[src/rtl/mic1_ctrl_pkg.sv]
// Shared types and constants for the MIC-1 run/stop/step sequencer.
package mic1_ctrl_pkg;

  typedef enum logic [2:0] {RST_HOLD, IDLE, RUN, STOP, STEP, FAULT} run_state_t;

  localparam int BTN_RUN  = 0;
  localparam int BTN_STEP = 2;
  localparam int BTN_STOP = 3;
  localparam int BTN_RST  = 4;

  // Status LEDs for a given state; bit 2 mirrors an outstanding request.
  function automatic logic [5:0] led_of(input run_state_t s, input logic req);
    logic [5:0] l;
    case (s)
      RUN:         l = 6'b000001;
      IDLE, STOP:  l = 6'b000010;
      STEP:        l = 6'b001000;
      RST_HOLD:    l = 6'b010000;
      default:     l = 6'b100000;
    endcase
    return l | {3'b000, req, 2'b00};
  endfunction

endpackage

[src/rtl/btn_edge_detect.sv]
// Rising-edge detector: one-cycle press pulse per bit against a registered prior level.
module btn_edge_detect #(
  parameter int W = 5
) (
  input  logic         i_clk,
  input  logic         i_reset,
  input  logic [W-1:0] i_lvl,
  output logic [W-1:0] o_press
);

  logic [W-1:0] r_prev;

  always_ff @(posedge i_clk) begin
    if (i_reset) r_prev <= '0;
    else         r_prev <= i_lvl;
  end

  assign o_press = i_lvl & ~r_prev;

endmodule

[src/rtl/mic1_run_ctrl.sv]
// Front-panel run/stop/step sequencer pacing the MIC-1 datapath via req/ack,
// with timed datapath reset, ack timeout and status LEDs.
module mic1_run_ctrl
  import mic1_ctrl_pkg::*;
#(
  parameter int RST_CYCLES  = 4,
  parameter int RATE_DIV    = 0,
  parameter int ACK_TIMEOUT = 1023,
  parameter int CNT_W       = 16
) (
  input  logic             i_clk,
  input  logic             i_reset,
  input  logic [4:0]       i_btn,
  input  logic             i_cpu_halt,
  input  logic             i_cpu_ack,
  output logic             o_cpu_req,
  output logic             o_cpu_rst,
  output logic [CNT_W-1:0] o_step_cnt,
  output logic [5:0]       o_led
);

  localparam int HOLD_W = (RST_CYCLES > 1) ? $clog2(RST_CYCLES) : 1;
  localparam int GAP_W  = (RATE_DIV > 1) ? $clog2(RATE_DIV) : 1;
  localparam int WAIT_W = $clog2(ACK_TIMEOUT + 1);
  localparam logic [HOLD_W-1:0] HOLD_INIT = HOLD_W'(RST_CYCLES - 1);
  localparam logic [GAP_W-1:0]  GAP_INIT  = GAP_W'((RATE_DIV > 0) ? RATE_DIV - 1 : 0);
  localparam logic [WAIT_W-1:0] WAIT_LAST = WAIT_W'(ACK_TIMEOUT - 1);

  run_state_t         r_state, w_nxt_state;
  logic [HOLD_W-1:0]  r_hold_cnt, w_nxt_hold;
  logic [GAP_W-1:0]   r_gap_cnt, w_nxt_gap;
  logic [WAIT_W-1:0]  r_wait_cnt, w_nxt_wait;
  logic [CNT_W-1:0]   r_step_cnt, w_nxt_cnt;
  logic               r_req, w_nxt_req;
  logic               r_stop_pend, w_nxt_pend;
  logic               r_rst;
  logic [5:0]         r_led;

  logic [4:0] w_press;
  logic       w_unused_press;
  logic       w_ev_rst, w_ev_stop, w_ev_run, w_ev_step;
  logic       w_ack, w_timeout, w_stop_now;

  btn_edge_detect #(.W(5)) u_edge (
    .i_clk   (i_clk),
    .i_reset (i_reset),
    .i_lvl   (i_btn),
    .o_press (w_press)
  );

  assign w_unused_press = w_press[1];

  // Only the highest-priority press acts in a given cycle.
  assign w_ev_rst  = w_press[BTN_RST];
  assign w_ev_stop = w_press[BTN_STOP] & ~w_ev_rst;
  assign w_ev_run  = w_press[BTN_RUN]  & ~w_press[BTN_STOP] & ~w_ev_rst;
  assign w_ev_step = w_press[BTN_STEP] & ~w_press[BTN_RUN] & ~w_press[BTN_STOP] & ~w_ev_rst;

  assign w_ack      = r_req & i_cpu_ack;
  assign w_timeout  = r_req & ~i_cpu_ack & (r_wait_cnt == WAIT_LAST);
  assign w_stop_now = r_stop_pend | w_ev_stop | i_cpu_halt;

  always_comb begin
    w_nxt_state = r_state;
    w_nxt_req   = r_req;
    w_nxt_pend  = r_stop_pend;
    w_nxt_hold  = r_hold_cnt;
    w_nxt_gap   = r_gap_cnt;
    w_nxt_wait  = r_wait_cnt;
    w_nxt_cnt   = r_step_cnt + CNT_W'(w_ack);
    case (r_state)
      RST_HOLD: begin
        if (r_hold_cnt == '0) w_nxt_state = IDLE;
        else                  w_nxt_hold  = r_hold_cnt - HOLD_W'(1);
      end
      IDLE, STOP: begin
        if (w_ev_stop && r_state == IDLE) begin
          w_nxt_state = STOP;
        end else if (w_ev_run || w_ev_step) begin
          w_nxt_state = w_ev_run ? RUN : STEP;
          w_nxt_req   = 1'b1;
          w_nxt_wait  = '0;
          w_nxt_pend  = 1'b0;
        end
      end
      RUN: begin
        if (w_timeout) begin
          w_nxt_state = FAULT;
          w_nxt_req   = 1'b0;
        end else if (!r_req) begin
          // Pacing gap: nothing outstanding, so a stop can take effect at once.
          if (w_stop_now) begin
            w_nxt_state = STOP;
            w_nxt_pend  = 1'b0;
          end else if (r_gap_cnt == '0) begin
            w_nxt_req  = 1'b1;
            w_nxt_wait = '0;
          end else begin
            w_nxt_gap = r_gap_cnt - GAP_W'(1);
          end
        end else if (i_cpu_ack) begin
          if (w_stop_now) begin
            w_nxt_state = STOP;
            w_nxt_req   = 1'b0;
            w_nxt_pend  = 1'b0;
          end else if (RATE_DIV == 0) begin
            w_nxt_wait = '0;
          end else begin
            w_nxt_req = 1'b0;
            w_nxt_gap = GAP_INIT;
          end
        end else begin
          w_nxt_pend = w_stop_now;
          w_nxt_wait = r_wait_cnt + WAIT_W'(1);
        end
      end
      STEP: begin
        if (w_timeout) begin
          w_nxt_state = FAULT;
          w_nxt_req   = 1'b0;
        end else if (w_ack) begin
          w_nxt_state = STOP;
          w_nxt_req   = 1'b0;
          w_nxt_pend  = 1'b0;
        end else begin
          w_nxt_pend = r_stop_pend | w_ev_stop;
          w_nxt_wait = r_wait_cnt + WAIT_W'(1);
        end
      end
      default: ;
    endcase
    // Sync reset abandons any transaction, including an ack arriving this cycle.
    if (w_ev_rst) begin
      w_nxt_state = RST_HOLD;
      w_nxt_hold  = HOLD_INIT;
      w_nxt_req   = 1'b0;
      w_nxt_pend  = 1'b0;
      w_nxt_cnt   = '0;
    end
  end

  always_ff @(posedge i_clk) begin
    if (i_reset) begin
      r_state     <= RST_HOLD;
      r_hold_cnt  <= HOLD_INIT;
      r_gap_cnt   <= '0;
      r_wait_cnt  <= '0;
      r_step_cnt  <= '0;
      r_req       <= 1'b0;
      r_stop_pend <= 1'b0;
      r_rst       <= 1'b1;
      r_led       <= 6'b010000;
    end else begin
      r_state     <= w_nxt_state;
      r_hold_cnt  <= w_nxt_hold;
      r_gap_cnt   <= w_nxt_gap;
      r_wait_cnt  <= w_nxt_wait;
      r_step_cnt  <= w_nxt_cnt;
      r_req       <= w_nxt_req;
      r_stop_pend <= w_nxt_pend;
      r_rst       <= (w_nxt_state == RST_HOLD);
      r_led       <= led_of(w_nxt_state, w_nxt_req);
    end
  end

  assign o_cpu_req  = r_req;
  assign o_cpu_rst  = r_rst;
  assign o_step_cnt = r_step_cnt;
  assign o_led      = r_led;

endmodule

[config.mk]
export PLATFORM = sky130hd
export DESIGN_NAME = mic1_run_ctrl
export DESIGN_NICKNAME = d
export VERILOG_FILES = /design/src/rtl/mic1_ctrl_pkg.sv /design/src/rtl/btn_edge_detect.sv /design/src/rtl/mic1_run_ctrl.sv
export SDC_FILE = /design/constraint.sdc
export NUM_CORES = 1
export LEC_CHECK = 0
export CORE_UTILIZATION = 58
export DETAILED_ROUTE_END_ITERATION = 8
export PLACE_DENSITY = 0.81
export SLEW_MARGIN = 10
export SYNTH_ARGS = -nofsm -noshare
export SYNTH_HDL_FRONTEND = slang
export SYNTH_SLANG_ARGS = --single-unit
[constraint.sdc]
create_clock -name i_clk -period 4.5 [get_ports i_clk]
set_input_delay 0.9 -clock i_clk [delete_from_list [all_inputs] [get_ports i_clk]]
set_output_delay 0.9 -clock i_clk [all_outputs]
set_load 0.005 [all_outputs]
==> key figures, run 1 <==
Status
  – Status: finished clean

STA
  – Setup-failing EPs final: 0
  – Hold WS: 0.489 ns
  – Worst-margin pin slew: 0.873 ns
  – Layout Skew: 0.00541 ns
  – Tcrit/Tclk final: 66.5%
  – Upper clock frequency limit: 334 MHz
  – Post-route setup slack: 1.51 ns
  – Max Slew Vio Count: 0
  – RSZ-0062 raised after global routing: false
  – Hold Fails Final Rpt: 0
  – Setup_tns: 0 ns
  – Minimum clock period: 2.99 ns
  – Rel. slew slack: 41.2%

Synthesis
  – Post-synth EDFFs: 0
  – XOR/XNOR share of the synthesized area: 5.57%
  – Syn nets: 263
  – Mapped Avg Cell Area: 8.84 sq um
  – Ys flop type: dfxtp_1
  – Adder-cell share of the synthesized area: 2.84%
  – Post-Synthesis Cells: 249
  – Register bit total from synthesis: 42
  – FFs w/ async S/R, synth: 0%
  – Register area share after synthesis: 38.2%
  – Complex-gate fraction of the synthesized area: 18.9%
  – Ys Warns: 0
  – Post-Synth Simple-Gate Area: 28.4%
  – Post-synthesis mux area share: 0%
  – Mapped cell area: 0.00220 sq mm
  – Largest family of logic cells by synthesized area: simple AND/OR/NAND/NOR gates
  – Synth unique cells: 57

Critical path
  – Worst path bufs/invs: 1
  – CP max stage cell: or4_4
  – Crit path largest cell delay: 0.57 ns
  – Top Family by Delay on Critical Path: simple AND/OR/NAND/NOR gates
  – Crit-path max FO: 11
  – R2R setup slack: 2.06 ns
  – WS Path Type: input pin to register
  – CP Launch Type: input pin
  – Worst path arrival time: 3.20 ns
  – CP endpoint kind: register
  – Req. time, crit path: 4.71 ns
  – CP Cell Sequence: clkdlybuf4s50_1 > nor2b_1 > nor4_1 > a21o_2 > or4_4 > o41ai_2

CTS
  – TritonCTS clock tree: yes
  – CTS max path bufs: 2
  – Sink Count: 42
  – Clock latency on the worst-skew pair: 0.30 ns
  – Setup bufs post-CTS: 0
  – Clock slew at reported path FFs: 0.09 ns
  – CTS Root Cell: clkbuf_8
  – Number of CTS-inserted buffers: 5
  – Post-CTS resize count: 0
  – H-tree depth: 2
  – Hold Buf Count CTS: 0

Power
  – Pleak: 0.927 nW
  – Maximum vdd drop: 0.301 mV
  – Total power: 727 uW
  – Pwr dens: 279 mW/mm^2

Drt
  – Post-DRT Antenna Nets: 0
  – Routed WL per cell: 14.1 um
  – DR vias: 1942
  – Via-per-instance ratio: 5.96
  – DR pass1 iterations: 4
  – Detailed Route Iter0 Violations: 101
  – Post-Route WL: 4590 um
  – DR DRC count: 0

Layout
  – Nets: 291
  – Layout cells sized above 1: 10.8%
  – Post-route cell area: 0.00260 sq mm
  – # diodes: 0
  – Area occupied by registers: 841 sq um
  – Final Core Density: 71.1%
  – Post-route insts no fill: 326
  – Final-layout fill cell count: 293
  – Area Growth Syn to Fin: 18.2%
  – Multi-input gate area: 0.00123 sq mm

Place
  – Dpl hpwl: 3320 um
  – Placed insts: 318
  – Placement Setup Slack: 1.22 ns
  – Dpl cell area: 0.00249 sq mm
  – Routability cong.: 0.922
  – IO Port Bufs: 31

Die
  – Die Y: 63.6 um
  – Die area: 0.00405 sq mm
  – FP Rows: 22
  – Die X: 63.6 um
  – IO Pins: 33
  – Core ar.: 0.00366 sq mm
  – Initial Util: 60.2%

Min path
  – Hold Crit Class: register to register

Job
  – Max-Cap Viols: 0

GRT
  – Largest net degree at the start of global routing: 18
  – Global-route wire length before repair: 7800 um
  – Number of global-route vias before repair: 1717
  – Initial antenna violation count: 0
  – Global route overflow: 0
  – GR Util All Layers: 24.4%
sequential cells by signal, summed over array words and instances (netlist names):
| name | count |
|---|---|
| r_state | 3 |
| o_step_cnt | 16 |
| r_stop_pend | 1 |
| u_edge.r_prev | 4 |
| r_wait_cnt | 10 |
| o_led | 5 |
| r_hold_cnt | 2 |
| o_cpu_rst | 1 |
kinds of logic (layout without fill, tap and decap cells):
group | count (synthesis) | in the layout
buffers and inverters | 23 | 52
and+or+nand+nor | 111 | 111
DFF | 42 | 42
xor gates and xnor gates | 14 | 14
adders and majority gates | 5 | 5
AOI/OAI and AO/OA | 54 | 54
routing by layer:
layer	global-route usage, %	wire length [um]	share of wire (%)	vias to the layer above
met1	30.1	2030	44	915
met5	0	0	0	-
met4	6.82	48	1.0	0
li1	-	-	-	966
met2	42.3	2310	50	54
met3	5.43	210	4.6	7
layout make-up:
class,instances,share of cell area [%]
inverter,12,1.73
tap,48,2.31
multi-input combinational,184,47.1
clock buffer,5,2.64
timing repair buffer,32,12.2
clock inverter,3,1.68
sequential,42,32.3
cells in the mapped netlist, types with 2 or more instances:
library cell | n | area share, %
a31oi_1 | 3 | 0.85
nand4_1 | 8 | 2.3
nor3_1 | 9 | 2.0
dfxtp_1 | 42 | 38
nand3_1 | 15 | 3.4
a21o_2 | 2 | 0.80
nand2_1 | 15 | 2.6
buf_4 | 4 | 1.4
ha_1 | 5 | 2.8
and4_1 | 3 | 1.2
and3_1 | 4 | 1.1
xnor2_1 | 4 | 1.6
or2b_2 | 4 | 1.6
or4_1 | 2 | 0.68
a32o_1 | 3 | 1.4
o211ai_1 | 3 | 1.0
or3_1 | 3 | 0.85
o22ai_1 | 2 | 0.57
nand2b_4 | 2 | 1.3
o21ai_0 | 11 | 2.5
nor2_1 | 25 | 4.3
clkbuf_1 | 3 | 0.51
a41o_1 | 2 | 0.91
nand2b_1 | 2 | 0.57
nor4_1 | 4 | 1.1
nor2b_1 | 5 | 1.4
a21oi_1 | 11 | 2.5
nand3b_1 | 2 | 0.68
xor2_1 | 10 | 4.0
buf_6 | 3 | 1.5
inv_1 | 12 | 2.0
cells in the final DEF (no fill, tap or decap), drive strengths merged, types with 3 or more instances in the layout:
| cell type | n |
|---|---|
| o21ai | 11 |
| nand3 | 15 |
| a31oi | 3 |
| o211ai | 3 |
| a32o | 3 |
| nand2b | 4 |
| nor4 | 4 |
| dfxtp | 42 |
| nand4 | 8 |
| clkdlybuf4s50 | 31 |
| ha | 5 |
| nand2 | 15 |
| inv | 13 |
| or4 | 3 |
| xor2 | 10 |
| nor2 | 25 |
| nor3 | 9 |
| and3 | 4 |
| a21oi | 12 |
| and4 | 3 |
| nor2b | 5 |
| or3 | 4 |
| or2b | 4 |
| clkbuf | 5 |
| xnor2 | 4 |
power by group:
group | internal (mW) | switching (mW) | total, mW | leakage (nW)
Clock | 0.166 | 0.137 | 0.304 | 0.0585
Combinational | 0.0194 | 0.0256 | 0.0450 | 0.528
Sequential | 0.376 | 0.00266 | 0.379 | 0.340
worst reg2reg max path: stages, from the launching register on:
cell,delay [ns]
dfxtp_1,0.50
or2b_2,0.37
nor4_1,0.73
a21o_2,0.36
nor3_1,0.14
a41o_1,0.25
worst paths after layout:
check / startpoint / to / depth (start not counted)
worst min register to register: o_step_cnt[15]$_SDFF_PP0_ / o_step_cnt[15]$_SDFF_PP0_ / 2
worst min-delay path: o_step_cnt[15]$_SDFF_PP0_ / o_step_cnt[15]$_SDFF_PP0_ / 2
worst max-delay path: i_btn[4] / r_wait_cnt[7]$_SDFFE_PP0P_ / 6
worst max register to register: o_led[2]$_SDFFE_PP0P_ / r_wait_cnt[4]$_SDFFE_PP0P_ / 5
Note: power is estimated with default switching activity, not from simulation.
==> inputs of run 2 (changes only) <==
--- a/config.mk
+++ b/config.mk
@@ -5,9 +5,9 @@
 export SDC_FILE = /design/constraint.sdc
 export NUM_CORES = 1
 export LEC_CHECK = 0
-export CORE_UTILIZATION = 58
+export CORE_UTILIZATION = 54
 export DETAILED_ROUTE_END_ITERATION = 8
-export PLACE_DENSITY = 0.81
+export PLACE_DENSITY = 0.76
 export SLEW_MARGIN = 10
 export SYNTH_ARGS = -nofsm -noshare
 export SYNTH_HDL_FRONTEND = slang
==> constraint.sdc (replaced) <==
create_clock -name i_clk -period 3.1 [get_ports i_clk]
set_input_delay 0.62 -clock i_clk [delete_from_list [all_inputs] [get_ports i_clk]]
set_output_delay 0.62 -clock i_clk [all_outputs]
set_load 0.005 [all_outputs]
==> run 2 against run 1 <==
Compared with the run above:
- final cell count up 1.8%
- flip-flop and latch count is the same
- total power rose by 43%
- utilization down 1.5 points
- combinational power increased by 49%
- design area grew 1.6%
- die area increased by 7.2%
- sequential share of layout area down 0.52 points
- sequential power grew 45%
- register-to-register slack worse by 1.1 ns
- non-clock buffer count up 6
==> key figures, run 2 (synthesis results as in run 1) <==
CTS
  – Clock slew at reported path FFs: 0.08 ns
  – TritonCTS clock tree: yes
  – Sink Count: 42
  – Post-CTS resize count: 0
  – Number of CTS-inserted buffers: 5
  – CTS max path bufs: 2
  – Clock latency on the worst-skew pair: 0.29 ns
  – CTS Root Cell: clkbuf_8
  – Hold Buf Count CTS: 0
  – H-tree depth: 2
  – Setup bufs post-CTS: 0

Die
  – Die area: 0.00434 sq mm
  – Die Y: 65.9 um
  – FP Rows: 22
  – Core ar.: 0.00380 sq mm
  – IO Pins: 33
  – Initial Util: 58.0%
  – Die X: 65.9 um

Drt
  – Post-DRT Antenna Nets: 0
  – Post-Route WL: 4880 um
  – DR pass1 iterations: 4
  – DR vias: 1954
  – Detailed Route Iter0 Violations: 113
  – Via-per-instance ratio: 5.89
  – Routed WL per cell: 14.7 um
  – DR DRC count: 0

STA
  – RSZ-0062 raised after global routing: false
  – Setup_tns: 0 ns
  – Layout Skew: 0.00837 ns
  – Minimum clock period: 2.61 ns
  – Rel. slew slack: 61.9%
  – Post-route setup slack: 0.485 ns
  – Tcrit/Tclk final: 84.3%
  – Setup-failing EPs final: 0
  – Worst-margin pin slew: 0.571 ns
  – Upper clock frequency limit: 382 MHz
  – Hold Fails Final Rpt: 0
  – Max Slew Vio Count: 0

GRT
  – Global-route wire length before repair: 8160 um
  – Initial antenna violation count: 0
  – Largest net degree at the start of global routing: 18
  – Number of global-route vias before repair: 1745
  – Global route overflow: 0
  – GR Util All Layers: 24.5%

Min path
  – Hold Crit Class: register to register

Layout
  – Multi-input gate area: 0.00123 sq mm
  – Commonest non-fill, non-tap cell in the layout: dfxtp_1
  – Nets: 297
  – # diodes: 0
  – Final-layout fill cell count: 325
  – Largest register FFs: 16
  – Most frequent cells in the layout: dfxtp_1 (42), clkdlybuf4s50_1 (31), nor2_1 (25)
  – Layout cells sized above 1: 12.3%
  – Area Growth Syn to Fin: 20.2%
  – Area occupied by registers: 841 sq um

Critical path
  – WS Path Type: input pin to register
  – Req. time, crit path: 3.30 ns
  – R2R cell count: 5
  – R2r startpoint: r_state[0]$_SDFF_PP0_
  – Worst path arrival time: 2.81 ns
  – R2R setup slack: 0.92 ns
  – Critical Path End: r_wait_cnt[7]$_SDFFE_PP0P_
  – CP Launch Type: input pin
  – FF-to-FF End: r_wait_cnt[7]$_SDFFE_PP0P_
  – Critical Path Source: i_btn[4]
  – CP endpoint kind: register
  – Crit-path max FO: 7

Power
  – Internal power: 815 uW
  – Sw power: 227 uW
  – Clock Power Share: 40.9%
  – Sequential Power Share: 52.7%
  – Pwr dens: 394 mW/mm^2
  – Logic pwr share: 6.4%
  – Maximum vdd drop: 0.399 mV
  – Sw frac: 21.8%
  – Total power: 1.04 mW
  – Pleak: 0.950 nW

Place
  – Dpl hpwl: 3530 um
  – Placement Setup Slack: 0.187 ns
  – IO Port Bufs: 31
  – Routability cong.: 0.944

Job
  – Max-Cap Viols: 0

Status
  – Status: finished clean
run 2: cell count changes in the layout (fill, tap and decap cells not counted):
cell and change:
buf_4 +6, clkinvlp_4 +1, inv_6 -1, clkinv_2 -1
clkbuf_1 +1
run 2: critical path, cell delays in order:
cell and delay (ns):
clkdlybuf4s50_1 0.48, nor2b_1 0.49, nor4_1 0.17, a21o_2 0.23, or4_4 0.54, o41ai_2 0.27
run 2: cell type report:
class,count,area share (%)
clock inverter,2,1.42
timing repair buffer,38,13.7
tap,48,2.27
clock buffer,6,2.74
multi-input combinational,184,46.4
sequential,42,31.8
inverter,12,1.70
run 2: how the worst min path moves through the flow:
stage                               start                         end  slack [ns]  cells after the start
4_1_cts        r_hold_cnt[1]$_SDFFE_PP1P_  r_hold_cnt[1]$_SDFFE_PP1P_        0.49                      2
6_report       r_hold_cnt[1]$_SDFFE_PP1P_  r_hold_cnt[1]$_SDFFE_PP1P_        0.48                      2
3_3_place_gp   r_hold_cnt[1]$_SDFFE_PP1P_  r_hold_cnt[1]$_SDFFE_PP1P_        0.46                      2
5_1_grt         o_step_cnt[15]$_SDFF_PP0_   o_step_cnt[15]$_SDFF_PP0_        0.53                      2
3_5_place_dp   r_hold_cnt[1]$_SDFFE_PP1P_  r_hold_cnt[1]$_SDFFE_PP1P_        0.47                      2
2_1_floorplan  r_hold_cnt[1]$_SDFFE_PP1P_  r_hold_cnt[1]$_SDFFE_PP1P_        0.45                      2
run 2: power by group through the flow:
stage | logic (mW) | clock network, mW | registers (mW)
floorplan | 0.0459 | 0 | 0.561
global placement | 0.0656 | 0 | 0.562
detailed placement | 0.0668 | 0 | 0.562
CTS | 0.0675 | 0.435 | 0.549
global route | 0.0755 | 0.461 | 0.551
finish | 0.0669 | 0.426 | 0.549
run 2: metrics by stage:
stage,cell area (sq um),hold WS [ns],cells,util (%)
finish,2650,0.484,332,69.7
global route,2650,0.526,332,69.7
CTS,2650,0.490,332,69.7
detailed placement,2540,0.470,324,66.8
global placement,2540,0.464,324,66.8
floorplan,2200,0.453,249,-
run 2: layer usage:
metal,up-vias,share of wire (%),track usage [%]
met4,0,1.2,6.79
met1,921,46,30.9
li1,973,-,-
met3,8,4.1,5.00
met5,-,0,0
met2,52,49,41.7
